==> src/rtl/period_meter_pkg.sv <==
// Shared timer-family definitions: state encodings and default widths.
// Imported by the period meter and its counter.
package period_meter_pkg;

   localparam int CNT_BITS = 6;

   localparam logic [1:0] ST_IDLE  = 2'd0;
   localparam logic [1:0] ST_ARMED = 2'd1;
   localparam logic [1:0] ST_RUN   = 2'd2;

   typedef enum logic [1:0] {
      S_IDLE  = ST_IDLE,
      S_ARMED = ST_ARMED,
      S_RUN   = ST_RUN
   } pm_state_t;

endpackage

==> src/rtl/period_meter_if.sv <==
// Strobe-in / measurement-out bundle of the period meter.
// master drives tick, en and expect_n; slave is the meter.
interface period_meter_if
   import period_meter_pkg::*;
#(
   parameter int W = CNT_BITS
);

   logic         en;
   logic         tick;
   logic [W-1:0] expect_n;
   logic [W-1:0] period;
   logic         valid;
   logic         match;
   logic         overflow;

   modport master (
      output en, tick, expect_n,
      input  period, valid, match, overflow
   );

   modport slave (
      input  en, tick, expect_n,
      output period, valid, match, overflow
   );

endinterface

==> src/rtl/period_cnt.sv <==
// Interval counter: clear, load-1, increment, with an all-ones flag.
// clr has priority over load1, load1 over inc.
module period_cnt
   import period_meter_pkg::*;
#(
   parameter int W = CNT_BITS
) (
   input  logic         clk,
   input  logic         r_n,
   input  logic         clr,
   input  logic         load1,
   input  logic         inc,
   output logic [W-1:0] cnt,
   output logic         at_max
);

   localparam logic [W-1:0] ONE = W'(1);

   always_ff @(posedge clk or negedge r_n) begin
      if (!r_n) begin
         cnt <= '0;
      end else begin
         unique case (1'b1)
            clr:     cnt <= '0;
            load1:   cnt <= ONE;
            inc:     cnt <= cnt + ONE;
            default: cnt <= cnt;
         endcase
      end
   end

   assign at_max = &cnt;

endmodule

==> src/rtl/period_meter.sv <==
// Measures cycles between tick strobes, compares to expect_n,
// and flags a lost tick when the interval saturates the counter.
module period_meter
   import period_meter_pkg::*;
#(
   parameter int counter_bits = CNT_BITS
) (
   input  logic           clk,
   input  logic           r_n,
   period_meter_if.slave  bus
);

   pm_state_t                state;
   logic [counter_bits-1:0]  cnt;
   logic                     at_max;
   logic                     clr;
   logic                     load1;
   logic                     inc;
   logic [counter_bits-1:0]  period_q;
   logic                     valid_q;
   logic                     match_q;
   logic                     ovf_q;
   logic                     in_run;
   logic                     in_arm;

   assign in_run = (state == S_RUN);
   assign in_arm = (state == S_ARMED);

   // counter control mirrors the FSM transitions below
   assign clr   = !bus.en
                | (state == S_IDLE)
                | (in_run & !bus.tick & at_max);
   assign load1 = bus.en & bus.tick & (in_arm | in_run);
   assign inc   = bus.en & in_run & !bus.tick & !at_max;

   period_cnt #(
      .W (counter_bits)
   ) u_cnt (
      .clk    (clk),
      .r_n    (r_n),
      .clr    (clr),
      .load1  (load1),
      .inc    (inc),
      .cnt    (cnt),
      .at_max (at_max)
   );

   always_ff @(posedge clk or negedge r_n) begin
      if (!r_n) begin
         state    <= S_IDLE;
         period_q <= '0;
         valid_q  <= 1'b0;
         match_q  <= 1'b0;
         ovf_q    <= 1'b0;
      end else begin
         valid_q <= 1'b0;
         if (!bus.en) begin
            state <= S_IDLE;
            ovf_q <= 1'b0;
         end else begin
            unique case (state)
               S_IDLE: begin
                  state <= S_ARMED;
               end
               S_ARMED: begin
                  if (bus.tick) state <= S_RUN;
               end
               S_RUN: begin
                  if (bus.tick) begin
                     period_q <= cnt;
                     match_q  <= (cnt == bus.expect_n)
                               && (bus.expect_n != '0);
                     valid_q  <= 1'b1;
                  end else if (at_max) begin
                     ovf_q <= 1'b1;
                     state <= S_ARMED;
                  end
               end
               default: state <= S_IDLE;
            endcase
         end
      end
   end

   assign bus.period   = period_q;
   assign bus.valid    = valid_q;
   assign bus.match    = match_q;
   assign bus.overflow = ovf_q;

endmodule

==> src/flat_wrapper.sv <==
// flat-port wrapper written by rule: the top's interface ports become plain ports
module period_meter_flat import period_meter_pkg::*;
#(
   parameter int counter_bits = CNT_BITS
)
  (clk, r_n, bus_en, bus_tick, bus_expect_n, bus_period, bus_valid, bus_match, bus_overflow);
  period_meter_if #(.W(6)) bus_i ();
  input  logic clk;
  input  logic r_n;
  input wire logic [$bits(bus_i.en)-1:0] bus_en;
  input wire logic [$bits(bus_i.tick)-1:0] bus_tick;
  input wire logic [$bits(bus_i.expect_n)-1:0] bus_expect_n;
  output wire logic [$bits(bus_i.period)-1:0] bus_period;
  output wire logic [$bits(bus_i.valid)-1:0] bus_valid;
  output wire logic [$bits(bus_i.match)-1:0] bus_match;
  output wire logic [$bits(bus_i.overflow)-1:0] bus_overflow;
  assign bus_i.en = bus_en;
  assign bus_i.tick = bus_tick;
  assign bus_i.expect_n = bus_expect_n;
  assign bus_period = bus_i.period;
  assign bus_valid = bus_i.valid;
  assign bus_match = bus_i.match;
  assign bus_overflow = bus_i.overflow;
  period_meter #(.counter_bits(counter_bits)) u_core (.clk(clk), .r_n(r_n), .bus(bus_i));
endmodule
==> config.mk <==
export PLATFORM = sky130hd
export DESIGN_NAME = period_meter_flat
export DESIGN_NICKNAME = d
export VERILOG_FILES = /design/src/rtl/period_meter_pkg.sv /design/src/rtl/period_meter_if.sv /design/src/rtl/period_cnt.sv /design/src/rtl/period_meter.sv /design/src/flat_wrapper.sv
export SDC_FILE = /design/constraint.sdc
export NUM_CORES = 1
export LEC_CHECK = 0
export CORE_UTILIZATION = 49
export CTS_CLUSTER_SIZE = 25
export DETAILED_ROUTE_END_ITERATION = 12
export GPL_TIMING_DRIVEN = 0
export PLACE_DENSITY = 0.77
export SETUP_SLACK_MARGIN = 0.4
export SLEW_MARGIN = 20
export SYNTH_ARGS = -nofsm -noshare
export SYNTH_HDL_FRONTEND = slang
export SYNTH_SLANG_ARGS = --single-unit
==> constraint.sdc <==
create_clock -name clk -period 2.2 [get_ports clk]
set_input_delay 0.22 -clock clk [delete_from_list [all_inputs] [get_ports clk]]
set_output_delay 0.22 -clock clk [all_outputs]
set_load 0.03 [all_outputs]
Yosys cells after proc, flatten, opt, wreduce, memory -nomap -nowiden
Index checks and enable logic that the tools add are counted.
{ "op_classes": {"bitwise": 10, "addsub": 1, "reduce_logical": 11, "magnitude_cmp": 0, "eq_ne": 9, "muxes": 13, "multipliers": 0, "div": 0, "shift": 0} }
{ "ops": {"columns": ["operator", "n"], "rows": [
  ["6-bit one-hot mux with 3 select lines", 1],
  ["3-bit AND reduction", 3],
  ["2-bit 2-to-1 mux", 4],
  ["1-bit bitwise AND", 7],
  ["1-bit 2-to-1 mux", 7],
  ["6-bit by 1-bit adder with 6-bit output (second input constant)", 1],
  ["6-bit == test", 1],
  ["3-bit inequality test (second input constant)", 2],
  ["2-bit one-hot mux with 3 select lines", 1],
  ["6-bit AND reduction", 1],
  ["6-bit nonzero test", 1],
  ["2-bit by 1-bit inequality test with 1-bit output (second input constant)", 2],
  ["1-bit logical NOT", 3],
  ["3-bit by 2-bit inequality test with 1-bit output (second input constant)", 1],
  ["1-bit bitwise OR", 3],
  ["3-bit nonzero test", 1],
  ["2-bit by 1-bit == test with 1-bit output (second input constant)", 1],
  ["2-bit == test (second input constant)", 1],
  ["2-bit logical NOT", 1],
  ["2-bit inequality test (second input constant)", 1],
  ["1-bit logical AND", 1]
]} }
{ "word_totals": {"register_bits": 17, "mem_bits_rw": 0, "word_cells": 50, "n_memories": 0, "mem_bits_ro": 0, "out_inout_bits": 9, "latch_bits": 0} }

Logic depth before layout (Yosys ltp)
Gate-level depths: netlist (run 1).
{ "depth": {"ltp_word": 5, "mapped_depth": 6} }

By module
From an unflattened synthesis (run 1), not the netlist that was laid out.
{ "unflattened": {"hier_cells": 84, "hier_area_um2": 945.9} }
{ "by_module_without_submodules": {"columns": ["mod", "seq_area_each_um2", "area_per_inst_um2", "n_inst", "cells_each"], "rows": [
  ["period_meter", 275.3, 649.4, 1, 54],
  ["period_cnt", 150.1, 296.5, 1, 30]
]} }

Worst setup path after synthesis (run 1)
No wires, ideal clock.
{ "synth_path": {"path_type": "register to register", "start": "reg u_core.state[0]", "end": "reg u_core.u_cnt.cnt[3]", "setup_time_ns": 0.064, "t_arrival_ns": 1.511, "setup_slack_ns": 0.625, "path_stages_with_launch": 7, "path_cell_list": "dfrtp_1 -> inv_1 -> ha_1 -> nor2b_2 -> a2111oi_4 -> a21o_2 -> a31o_2"} }
{ "synth_between": {"elab_chain_len": 5} }
{ "synth_lines": {"columns": ["element", "line", "source"], "rows": [
  ["start: declaration", "period_meter.sv:13", "pm_state_t state;"],
  ["start signal: assignment", "period_meter.sv:50", "state <= S_IDLE;"],
  ["start signal: assignment", "period_meter.sv:58", "state <= S_IDLE;"],
  ["start signal: assignment", "period_meter.sv:63", "state <= S_ARMED;"],
  ["2-bit == test", "period_meter.sv:26", "assign in_run = (state == S_RUN);"],
  ["1-bit bitwise AND (on tied branches) (2 in a row)", "period_meter.sv:34, period_meter.sv:32", null],
  ["1-bit bitwise AND or 1-bit bitwise OR (tied branches)", "period_meter.sv:34, period_meter.sv:32", null],
  ["6-bit one-hot mux with 3 select lines or 3-bit nonzero test (tied branches)", null, null],
  ["end signal: assignment", "period_cnt.sv:26", "inc: cnt <= cnt + ONE;"],
  ["end signal: assignment", "period_cnt.sv:27", "default: cnt <= cnt;"],
  ["end: declaration", "period_cnt.sv:13", "output logic [W-1:0] cnt,"]
]} }
Several ways; a longest one is shown, not always the timed one.
A chain may end at the register's enable or synchronous reset.

Final worst setup path (run 1)
Ends and elaborated chain as after synthesis.

==> results of run 1 <==
## power groups by stage
stage | combinational (µW) | sequential (µW) | clock (µW)
5_1_grt | 203 | 357 | 183
4_1_cts | 184 | 353 | 168
2_1_floorplan | 116 | 366 | 0
3_3_place_gp | 176 | 358 | 0
6_report | 184 | 352 | 159
3_5_place_dp | 183 | 360 | 0
## area by class of cell
| cell class | instances | area (µm²) |
|---|---|---|
| Timing Repair Buffer | 17 | 170 |
| Tap cell | 25 | 31.3 |
| Fill cell | 156 | 584 |
| Buffer | 3 | 23.8 |
| Clock buffer | 4 | 26.3 |
| Multi-Input combinational cell | 62 | 480 |
| Inverter | 6 | 22.5 |
| Sequential cell | 17 | 425 |
## placed cells by master (no fill, tap or decap), drive strengths merged
| cell | count |
|---|---|
| xnor2 | 6 |
| dfrtp | 17 |
| xor2 | 1 |
| a21o | 1 |
| a221oi | 1 |
| nand2 | 4 |
| ha | 5 |
| nand4 | 1 |
| nor2 | 8 |
| nor4 | 1 |
| mux2 | 5 |
| a32oi | 1 |
| a31o | 1 |
| o21ai | 4 |
| a21oi | 3 |
| o311ai | 1 |
| buf | 2 |
| or4 | 1 |
| nand3 | 5 |
| clkdlybuf4s50 | 17 |
| inv | 6 |
| nor3 | 2 |
| nor2b | 1 |
| a2111oi | 1 |
| nand2b | 1 |
| a22o | 1 |
| clkbuf | 5 |
| mux2i | 1 |
| a211o | 2 |
| nand3b | 1 |
| or3 | 1 |
| o31ai | 2 |
## sequential cells by signal (all words and copies together) (netlist names)
register	flops
u_core.bus.period	6
u_core.u_cnt.cnt	6
u_core.state	2
u_core.bus.match	1
u_core.bus.overflow	1
u_core.bus.valid	1
## stage by stage
step	util (%)	instance area, µm²
floorplan	-	950
global placement	65.2	1150
detailed placement	65.2	1150
CTS	66.7	1180
global route	66.9	1180
finish	66.9	1180
## cells by family after synthesis
kind of cell / Yosys count
compound gates: 18
xor+xnor: 7
fa+ha+maj: 5
buf+inv: 9
flops: 17
mux: 6
simple gates: 26
## critical path, stage by stage (launching register included)
cell       delay (ns)
dfrtp_1          0.38
inv_1            0.09
ha_1             0.36
a2111oi_4        0.52
a21o_2           0.20
a31o_2           0.09
## per-layer routing
layer  routed length (µm)  share of wire, %
met1                  785                46
met2                  830                49
met3                   67               3.9
met4                   22               1.3
met5                    0                 0
## final timing paths
kind                                                        from  depth (start not counted)                               end  slack [ns]
worst max-delay path                 u_core.state[0]$_DFFE_PN0P_                          5   u_core.u_cnt.cnt[3]$_DFFE_PN0P_        0.52
max in group asynchronous                                    r_n                          1  u_core.bus.period[3]$_DFFE_PN0N_        1.36
min in group asynchronous                                    r_n                          1  u_core.bus.period[2]$_DFFE_PN0N_        0.38
worst min register to register  u_core.bus.period[5]$_DFFE_PN0N_                          2  u_core.bus.period[5]$_DFFE_PN0N_        0.49
worst max register to register       u_core.state[0]$_DFFE_PN0P_                          5   u_core.u_cnt.cnt[3]$_DFFE_PN0P_        0.52
worst min-delay path                                    bus_tick                          3   u_core.u_cnt.cnt[0]$_DFFE_PN0P_        0.34
==> flow_metrics.py, run 1 <==
metrics = {
    "place": {
        "port_buffers": 17,
        "dp_worst_setup_slack_ns": 0.465,
        "dp_hpwl_um": 1310,
        "place_congestion": 0.841,
        "dp.cells": 130,
    },
    "layout": {
        "diodes": 0,
        "num-nets-final": 125,
        "fin_cells": 134,
        "drive_above_1_share_pct": 16.5,
        "syn2layout_area_growth_pct": 24.2,
    },
    "power_and_ir_drop": {
        "sw_frac_of_total_pct": 30.0,
        "ir_drop_uv": 521,
        "pwr-share-clk_pct": 22.9,
        "power_density_nw_per_um2": 590,
        "switching_power_uw": 209,
        "p_comb_share_pct": 26.5,
        "seq_power_share_pct": 50.7,
        "total_power_uw": 696,
        "power.leakage_uw": 0.000515,
        "power.internal_uw": 487,
    },
    "timing": {
        "max_clock_freq_mhz": 594,
        "rsz0062_at_grt": "no",
        "finalHoldViolCount": 0,
        "tightest_slew_ns": 0.746,
        "setup_viol": 0,
        "fin_ws_ns": 0.517,
        "fin_tns_setup_ns": 0,
        "holdWs_ns": 0.344,
        "relSlewSlack_pct": 50.1,
        "drv_slew": 0,
        "clock_skew_ns": 0.00279,
        "fin_crit_sh_pct": 76.5,
        "fin_crit_ns": 1.68,
    },
    "global_routing": {
        "grt_first_pass_wirelength_um": 2860,
        "use_met2_pct": 29.6,
        "grt_util_met1_pct": 26.1,
        "grtUsageMet3_pct": 4.76,
        "grt_max_degree": 18,
        "grt_overflow": 0,
        "grt_usage_pct": 19.0,
        "antenna_found_initial": 0,
        "grt_pass1_vias": 675,
        "top_usage_layer": "met2",
    },
    "detailed_routing": {
        "drt-initial-drc-count": 11,
        "first_pass_iters": 5,
        "wl_per_cell_um": 12.7,
        "drtAntennaViolNets": 0,
        "vias": 729,
        "drc_errors": 0,
        "viasPerCell": 5.44,
        "wirelength_um": 1710,
    },
    "clocking": {
        "cts_resized": 0,
        "clkLatencyLatePin_ns": 0.28,
        "cts_buffers": 3,
        "postCtsSetupBuffers": 0,
        "clockRootBuffer": "clkbuf_4",
        "tritoncts": "done",
        "cts.path.max_buffers": 2,
        "path_clk_slew_ns": 0.09,
        "cts_num_sinks": 17,
        "cts.htree.levels": 1,
        "cts_hold_buf": 0,
    },
    "synthesis": {
        "synth_area_um2": 950,
        "syn_area_per_cell_um2": 10.8,
        "synth_top_family_by_area": "compound AO/OA/AOI/OAI gates",
        "yosysMostFrequentCell": "dfrtp_1",
        "post-synth-top-area-cell": "dfrtp_1",
        "yosysWarnings": 0,
        "syn_inst": 88,
        "synth_fp_nets": 103,
        "synth_top_cell_area_share_pct": 44.8,
        "synth_mux_area_share_pct": 6.98,
        "ys_top_cells_by_count": "dfrtp_1, nor2_1, inv_1, xnor2_1",
        "yosysUniqueCellTypes": 32,
        "synth-seq-area-share_pct": 44.8,
        "synth_xor_area_share_pct": 6.46,
        "synth_edf_count": 0,
        "synth-seq-cells": 17,
        "synth_area_leaders": "dfrtp_1, ha_1, mux2_2",
        "synth-adder-area-share_pct": 6.59,
        "async_flop_share_pct": 100,
        "ys.flop_type": "dfrtp_1",
        "yosys.area_share.simple_pct": 14.0,
        "synth_compound_area_share_pct": 16.3,
    },
    "job": {
        "cap_violations": 0,
    },
    "floorplan": {
        "fp.dieArea_um2": 2120,
        "dieWidth_um": 46.0,
        "core-area_um2": 1760,
        "initial_core_util_pct": 53.8,
        "die_h_um": 46.0,
        "ios": 19,
        "placementRows": 15,
    },
    "hold_path": {
        "hold_class": "in2reg",
    },
    "setup_path": {
        "criticalPathCategory": "reg2reg",
        "critPathRequiredTime_ns": 2.42,
        "critPathCaptureType": "flip-flop",
        "start_kind": "flip-flop",
        "arrival_ns": 1.90,
        "crit_path_max_fanout": 6,
    },
    "run_status": {
        "status": "complete, no violations",
    },
}
(Power assumes the default switching activity.)
==> run 2: changes to the inputs <==
--- a/config.mk
+++ b/config.mk
@@ -5,11 +5,11 @@
 export SDC_FILE = /design/constraint.sdc
 export NUM_CORES = 1
 export LEC_CHECK = 0
-export CORE_UTILIZATION = 49
+export CORE_UTILIZATION = 45
 export CTS_CLUSTER_SIZE = 25
 export DETAILED_ROUTE_END_ITERATION = 12
 export GPL_TIMING_DRIVEN = 0
-export PLACE_DENSITY = 0.77
+export PLACE_DENSITY = 0.74
 export SETUP_SLACK_MARGIN = 0.4
 export SLEW_MARGIN = 20
 export SYNTH_ARGS = -nofsm -noshare
==> constraint.sdc (replaced) <==
create_clock -name clk -period 1.5 [get_ports clk]
set_input_delay 0.15 -clock clk [delete_from_list [all_inputs] [get_ports clk]]
set_output_delay 0.15 -clock clk [all_outputs]
set_load 0.03 [all_outputs]
==> run 2 against run 1 <==
The run now ends with negative setup slack left. Cell area is 27% higher. Clock skew is 0.0058 ns higher. Clock-buffer cell count stayed put. Critical path depth is 2 higher. Combinational power grew to 2.8 times the previous value. First-iteration DRC count grew to 2.5 times the previous value. Flip-flop and latch count stayed put. Largest cell class unchanged.
==> flow_metrics.py, run 2 (same netlist as run 1, synthesis figures left out) <==
metrics = {
    "timing": {
        "fin_tns_setup_ns": -0.239,
        "max_clock_freq_mhz": 636,
        "relSlewSlack_pct": 46.6,
        "rsz0062_at_grt": "yes",
        "tightest_slew_ns": 0.799,
        "fin_ws_ns": -0.0715,
        "fin_crit_ns": 1.57,
        "clock_skew_ns": 0.00855,
        "finalHoldViolCount": 0,
        "setup_viol": 5,
        "fin_crit_sh_pct": 105,
        "holdWs_ns": 0.301,
        "drv_slew": 0,
    },
    "clocking": {
        "clockRootBuffer": "clkbuf_4",
        "cts.htree.levels": 1,
        "tritoncts": "done",
        "clkLatencyLatePin_ns": 0.30,
        "path_clk_slew_ns": 0.11,
        "cts_buffers": 3,
        "cts_hold_buf": 0,
        "cts_num_sinks": 17,
        "cts.path.max_buffers": 2,
    },
    "layout": {
        "final_cell_mix": "dfrtp_1, buf_6, buf_4",
        "drive_above_1_share_pct": 50.8,
        "num-nets-final": 148,
        "final_core_util_pct": 75.4,
        "n_fill_cell": 122,
        "diodes": 0,
        "final_common_cell": "dfrtp_1",
        "syn2layout_area_growth_pct": 57.3,
    },
    "floorplan": {
        "initial_core_util_pct": 47.9,
        "dieWidth_um": 47.9,
        "die_h_um": 47.9,
        "core-area_um2": 1980,
        "fp.dieArea_um2": 2300,
        "ios": 19,
        "placementRows": 16,
    },
    "run_status": {
        "status": "finished with violations",
        "violations": "negative setup slack",
    },
    "place": {
        "port_buffers": 17,
        "dp_hpwl_um": 1270,
        "place_congestion": 0.803,
    },
    "global_routing": {
        "grt_usage_pct": 23.0,
        "grt_pass1_vias": 728,
        "grt_first_pass_wirelength_um": 3500,
        "antenna_found_initial": 0,
        "grt_overflow": 0,
        "grt_max_degree": 18,
    },
    "detailed_routing": {
        "vias": 840,
        "wl_per_cell_um": 15.7,
        "drc_errors": 0,
        "wirelength_um": 2500,
        "first_pass_iters": 4,
        "drt-initial-drc-count": 28,
        "viasPerCell": 5.28,
        "drtAntennaViolNets": 0,
    },
    "setup_path": {
        "start_kind": "flip-flop",
        "criticalPathCategory": "reg2reg",
        "r2r.worst_path.cells": 7,
        "r2r_slack_ns": -0.07,
        "path_cells": "inv_2 -> ha_4 -> nor2b_4 -> a2111oi_4 -> buf_4 -> a21o_2 -> a31o_2",
        "crit_path_max_fanout": 6,
        "slowest_stage": "dfrtp_1",
        "critPathCaptureType": "flip-flop",
        "critPathRequiredTime_ns": 1.69,
        "arrival_ns": 1.76,
        "critPathMaxStageDelay_ns": 0.41,
    },
    "power_and_ir_drop": {
        "ir_drop_uv": 609,
        "power_density_nw_per_um2": 867,
        "power.leakage_uw": 0.000680,
    },
    "job": {
        "cap_violations": 0,
    },
    "hold_path": {
        "hold_class": "in2async",
    },
}
==> run 2: cell count changes in the layout (fill, tap and decap cells not counted), sizes merged <==
cell           before  now
buf                 2   34
clkdlybuf4s50      17    8
==> run 2: path summary, 6_finish.rpt <==
kind                                                  startpoint                               end
worst min-delay path                                         r_n  u_core.bus.period[2]$_DFFE_PN0N_
min in group clk                                        bus_tick   u_core.u_cnt.cnt[0]$_DFFE_PN0P_
worst max-delay path                 u_core.state[0]$_DFFE_PN0P_   u_core.u_cnt.cnt[3]$_DFFE_PN0P_
max in group asynchronous                                    r_n   u_core.u_cnt.cnt[1]$_DFFE_PN0P_
worst max register to register       u_core.state[0]$_DFFE_PN0P_   u_core.u_cnt.cnt[3]$_DFFE_PN0P_
worst min register to register  u_core.bus.period[5]$_DFFE_PN0N_  u_core.bus.period[5]$_DFFE_PN0N_
==> run 2: worst max-delay path: cells and delay by family, from the launching register on <==
kind | cells | cell delay, ns
compound gates | 3 | 0.42
simple gates | 1 | 0.19
buf+inv | 2 | 0.27
flops | 1 | 0.41
fa+ha+maj | 1 | 0.17
==> run 2: layout make-up <==
type	instances	area [µm²]	area share, %
Buffer	3	27.5	1.84
Clock buffer	4	26.3	1.76
Inverter	6	27.5	1.84
Multi-Input combinational cell	62	608	40.7
Sequential cell	17	429	28.7
Tap cell	27	33.8	2.26
Timing Repair Buffer	40	342	22.9
==> run 2: through the flow <==
stage | setup WS, ns | total power [µW] | instance area [µm²] | std cells
2_1_floorplan | 0.0552 | 753 | 1010 | 88
3_3_place_gp | -0.123 | 833 | 1210 | 132
4_1_cts | -0.0361 | 1200 | 1390 | 148
5_1_grt | -0.133 | 1360 | 1490 | 159
6_report | -0.0715 | 1300 | 1490 | 159
3_5_place_dp | -0.141 | 843 | 1210 | 132
==> run 2: what timing repair did <==
item                                    4_1_cts  5_1_grt
pin swaps                                     7        6
resized for setup                            70       14
buffers inserted                             12       11
gates cloned                                  0        0
endpoints found under the setup margin       26       18
==> run 2: routing by layer <==
metal / vias to the layer above / wire (µm) / track usage (%)
met2: 28 / 1220 / 36.2
met5: - / 0 / 0
met4: 0 / 23 / 7.78
li1: 403 / - / -
met3: 4 / 115 / 4.53
met1: 405 / 1140 / 31.5
==> run 2: power by group <==
group / internal [µW] / leakage, µW / total, µW / switching [µW]
clock: 104 / 0.0000150 / 255 / 151
sequential: 488 / 0.000230 / 521 / 33.1
combinational: 287 / 0.000435 / 520 / 232
total: 879 / 0.000680 / 1300 / 417
==> run 3: changes to the inputs <==
--- a/config.mk
+++ b/config.mk
@@ -5,11 +5,10 @@
 export SDC_FILE = /design/constraint.sdc
 export NUM_CORES = 1
 export LEC_CHECK = 0
-export CORE_UTILIZATION = 45
+export CORE_UTILIZATION = 53
 export CTS_CLUSTER_SIZE = 25
 export DETAILED_ROUTE_END_ITERATION = 12
-export GPL_TIMING_DRIVEN = 0
-export PLACE_DENSITY = 0.74
+export PLACE_DENSITY = 0.82
 export SETUP_SLACK_MARGIN = 0.4
 export SLEW_MARGIN = 20
 export SYNTH_ARGS = -nofsm -noshare
==> constraint.sdc (replaced) <==
create_clock -name clk -period 1.98 [get_ports clk]
set_input_delay 0.198 -clock clk [delete_from_list [all_inputs] [get_ports clk]]
set_output_delay 0.198 -clock clk [all_outputs]
set_load 0.03 [all_outputs]
==> run 3 against run 2 <==
The run now ends clean. Critical path type unchanged. Utilization increased by 7.7 points. Largest cell class unchanged. Total power fell by 30%. Clock power is 24% lower. Clock-buffer cell count stayed put. Non-clock buffer count is 14 lower. Routed wire length decreased by 11%.
==> flow_metrics.py, run 3 (same netlist as run 1, synthesis figures left out) <==
metrics = {
    "clocking": {
        "cts_hold_buf": 0,
        "clkLatencyLatePin_ns": 0.30,
        "path_clk_slew_ns": 0.10,
        "tritoncts": "done",
        "clockRootBuffer": "clkbuf_4",
        "cts.htree.levels": 1,
        "cts_num_sinks": 17,
        "cts_buffers": 3,
        "cts.path.max_buffers": 2,
    },
    "power_and_ir_drop": {
        "sw_frac_of_total_pct": 31.9,
        "p_comb_share_pct": 36.1,
        "power_density_nw_per_um2": 684,
        "seq_power_share_pct": 42.4,
        "ir_drop_uv": 502,
        "switching_power_uw": 289,
        "pwr-share-clk_pct": 21.6,
        "power.leakage_uw": 0.000563,
        "power.internal_uw": 616,
    },
    "place": {
        "port_buffers": 18,
        "place_area_um2": 1170,
        "place_congestion": 0.846,
        "dp_hpwl_um": 1350,
        "dp_worst_setup_slack_ns": 0.209,
    },
    "timing": {
        "fin_ws_ns": 0.370,
        "setup_viol": 0,
        "holdWs_ns": 0.212,
        "finalHoldViolCount": 0,
        "clock_skew_ns": 0.00384,
        "relSlewSlack_pct": 71.4,
        "tightest_slew_ns": 0.429,
        "fin_tns_setup_ns": 0,
        "fin_crit_sh_pct": 81.3,
        "rsz0062_at_grt": "yes",
        "max_clock_freq_mhz": 621,
        "drv_slew": 0,
        "fin_crit_ns": 1.61,
    },
    "layout": {
        "syn2layout_area_growth_pct": 39.4,
        "ff_latch_area_um2": 427,
        "multi_input_area_um2": 552,
        "diodes": 0,
        "num-nets-final": 134,
        "final_area_um2": 1320,
        "n_fill_cell": 95,
        "final_cell_mix": "clkdlybuf4s50_1, dfrtp_1, buf_4",
        "final_common_cell": "clkdlybuf4s50_1",
        "final_core_util_pct": 83.0,
        "drive_above_1_share_pct": 30.5,
    },
    "setup_path": {
        "crit_path_max_fanout": 5,
        "criticalPathCategory": "reg2reg",
        "arrival_ns": 1.84,
        "start_kind": "flip-flop",
        "critPathRequiredTime_ns": 2.21,
        "critPathCaptureType": "flip-flop",
    },
    "detailed_routing": {
        "wirelength_um": 2230,
        "viasPerCell": 5.61,
        "vias": 796,
        "drc_errors": 0,
        "wl_per_cell_um": 15.7,
        "drtAntennaViolNets": 0,
        "drt-initial-drc-count": 16,
        "first_pass_iters": 5,
    },
    "global_routing": {
        "grt_first_pass_wirelength_um": 3400,
        "grt_pass1_vias": 750,
        "grt_usage_pct": 24.7,
        "grt_max_degree": 18,
        "grt_overflow": 0,
        "antenna_found_initial": 0,
    },
    "floorplan": {
        "ios": 19,
        "dieWidth_um": 44.3,
        "core-area_um2": 1590,
        "fp.dieArea_um2": 1970,
        "initial_core_util_pct": 59.6,
        "placementRows": 14,
        "die_h_um": 44.3,
    },
    "hold_path": {
        "hold_class": "in2async",
    },
    "job": {
        "cap_violations": 0,
    },
    "run_status": {
        "status": "complete, no violations",
    },
}
-- run 3: changes by cell type in the layout (fill, tap and decap cells not counted), moves of 3 or more --
cell and change:
buf_4 -3, o21ai_1 -3, buf_6 -12, mux2_4 -5, buf_2 -8, clkdlybuf4s50_1 +10, o21ai_0 +4, mux2_2 +5
-- run 3: worst max-delay path, cell delays in order, from the launching register on --
cell and delay, ns:
dfrtp_1 0.41, inv_2 0.13, ha_4 0.23, a2111oi_4 0.43, buf_4 0.20, nand2_1 0.05
o21ai_0 0.07
-- run 3: timing repair --
item	4_1_cts	5_1_grt
endpoints found under the setup margin	7	7
resized for setup	6	10
pin swaps	2	2
hold endpoints to repair	0	0
buffers inserted	4	3
-- run 3: area by class of cell --
class	instances	area share, %
Sequential cell	17	32.2
Multi-Input combinational cell	62	41.7
Tap cell	24	2.27
Clock buffer	4	1.98
Timing Repair Buffer	29	20.1
Inverter	6	1.70
-- run 3: power by group through the flow --
| stage | clock, µW | combinational (µW) | sequential [µW] |
|---|---|---|---|
| final | 195 | 326 | 384 |
| after global routing | 205 | 352 | 384 |
| after CTS | 191 | 286 | 381 |
| after detailed placement | 0 | 220 | 392 |
| after global placement | 0 | 215 | 390 |
| after floorplan | 0 | 129 | 406 |
-- run 3: metal layers --
metal / vias up / track usage [%] / wire length [µm]
li1: 371 / - / -
met1: 371 / 31.0 / 944
met2: 44 / 40.3 / 1050
met3: 10 / 6.12 / 165
met4: 0 / 10.9 / 69
met5: - / 0 / 0
-- run 3: path summary, 6_finish.rpt --
| path | from | endpoint | slack [ns] | depth (start not counted) |
|---|---|---|---|---|
| setup / recovery | u_core.state[0]$_DFFE_PN0P_ | u_core.u_cnt.cnt[4]$_DFFE_PN0P_ | 0.37 | 6 |
| hold / removal | r_n | u_core.bus.period[0]$_DFFE_PN0N_ | 0.21 | 2 |
| setup reg to reg | u_core.state[0]$_DFFE_PN0P_ | u_core.u_cnt.cnt[4]$_DFFE_PN0P_ | 0.37 | 6 |
| hold reg to reg | u_core.bus.period[5]$_DFFE_PN0N_ | u_core.bus.period[5]$_DFFE_PN0N_ | 0.49 | 2 |
| max in group asynchronous | r_n | u_core.u_cnt.cnt[1]$_DFFE_PN0P_ | 1.56 | 2 |
| min in group clk | u_core.bus.period[5]$_DFFE_PN0N_ | u_core.bus.period[5]$_DFFE_PN0N_ | 0.49 | 2 |
-- run 3: through the flow --
step                power (µW)  cells
global placement           605    131
finish                     905    142
CTS                        858    139
detailed placement         612    131
global route               942    142
floorplan                  535     88
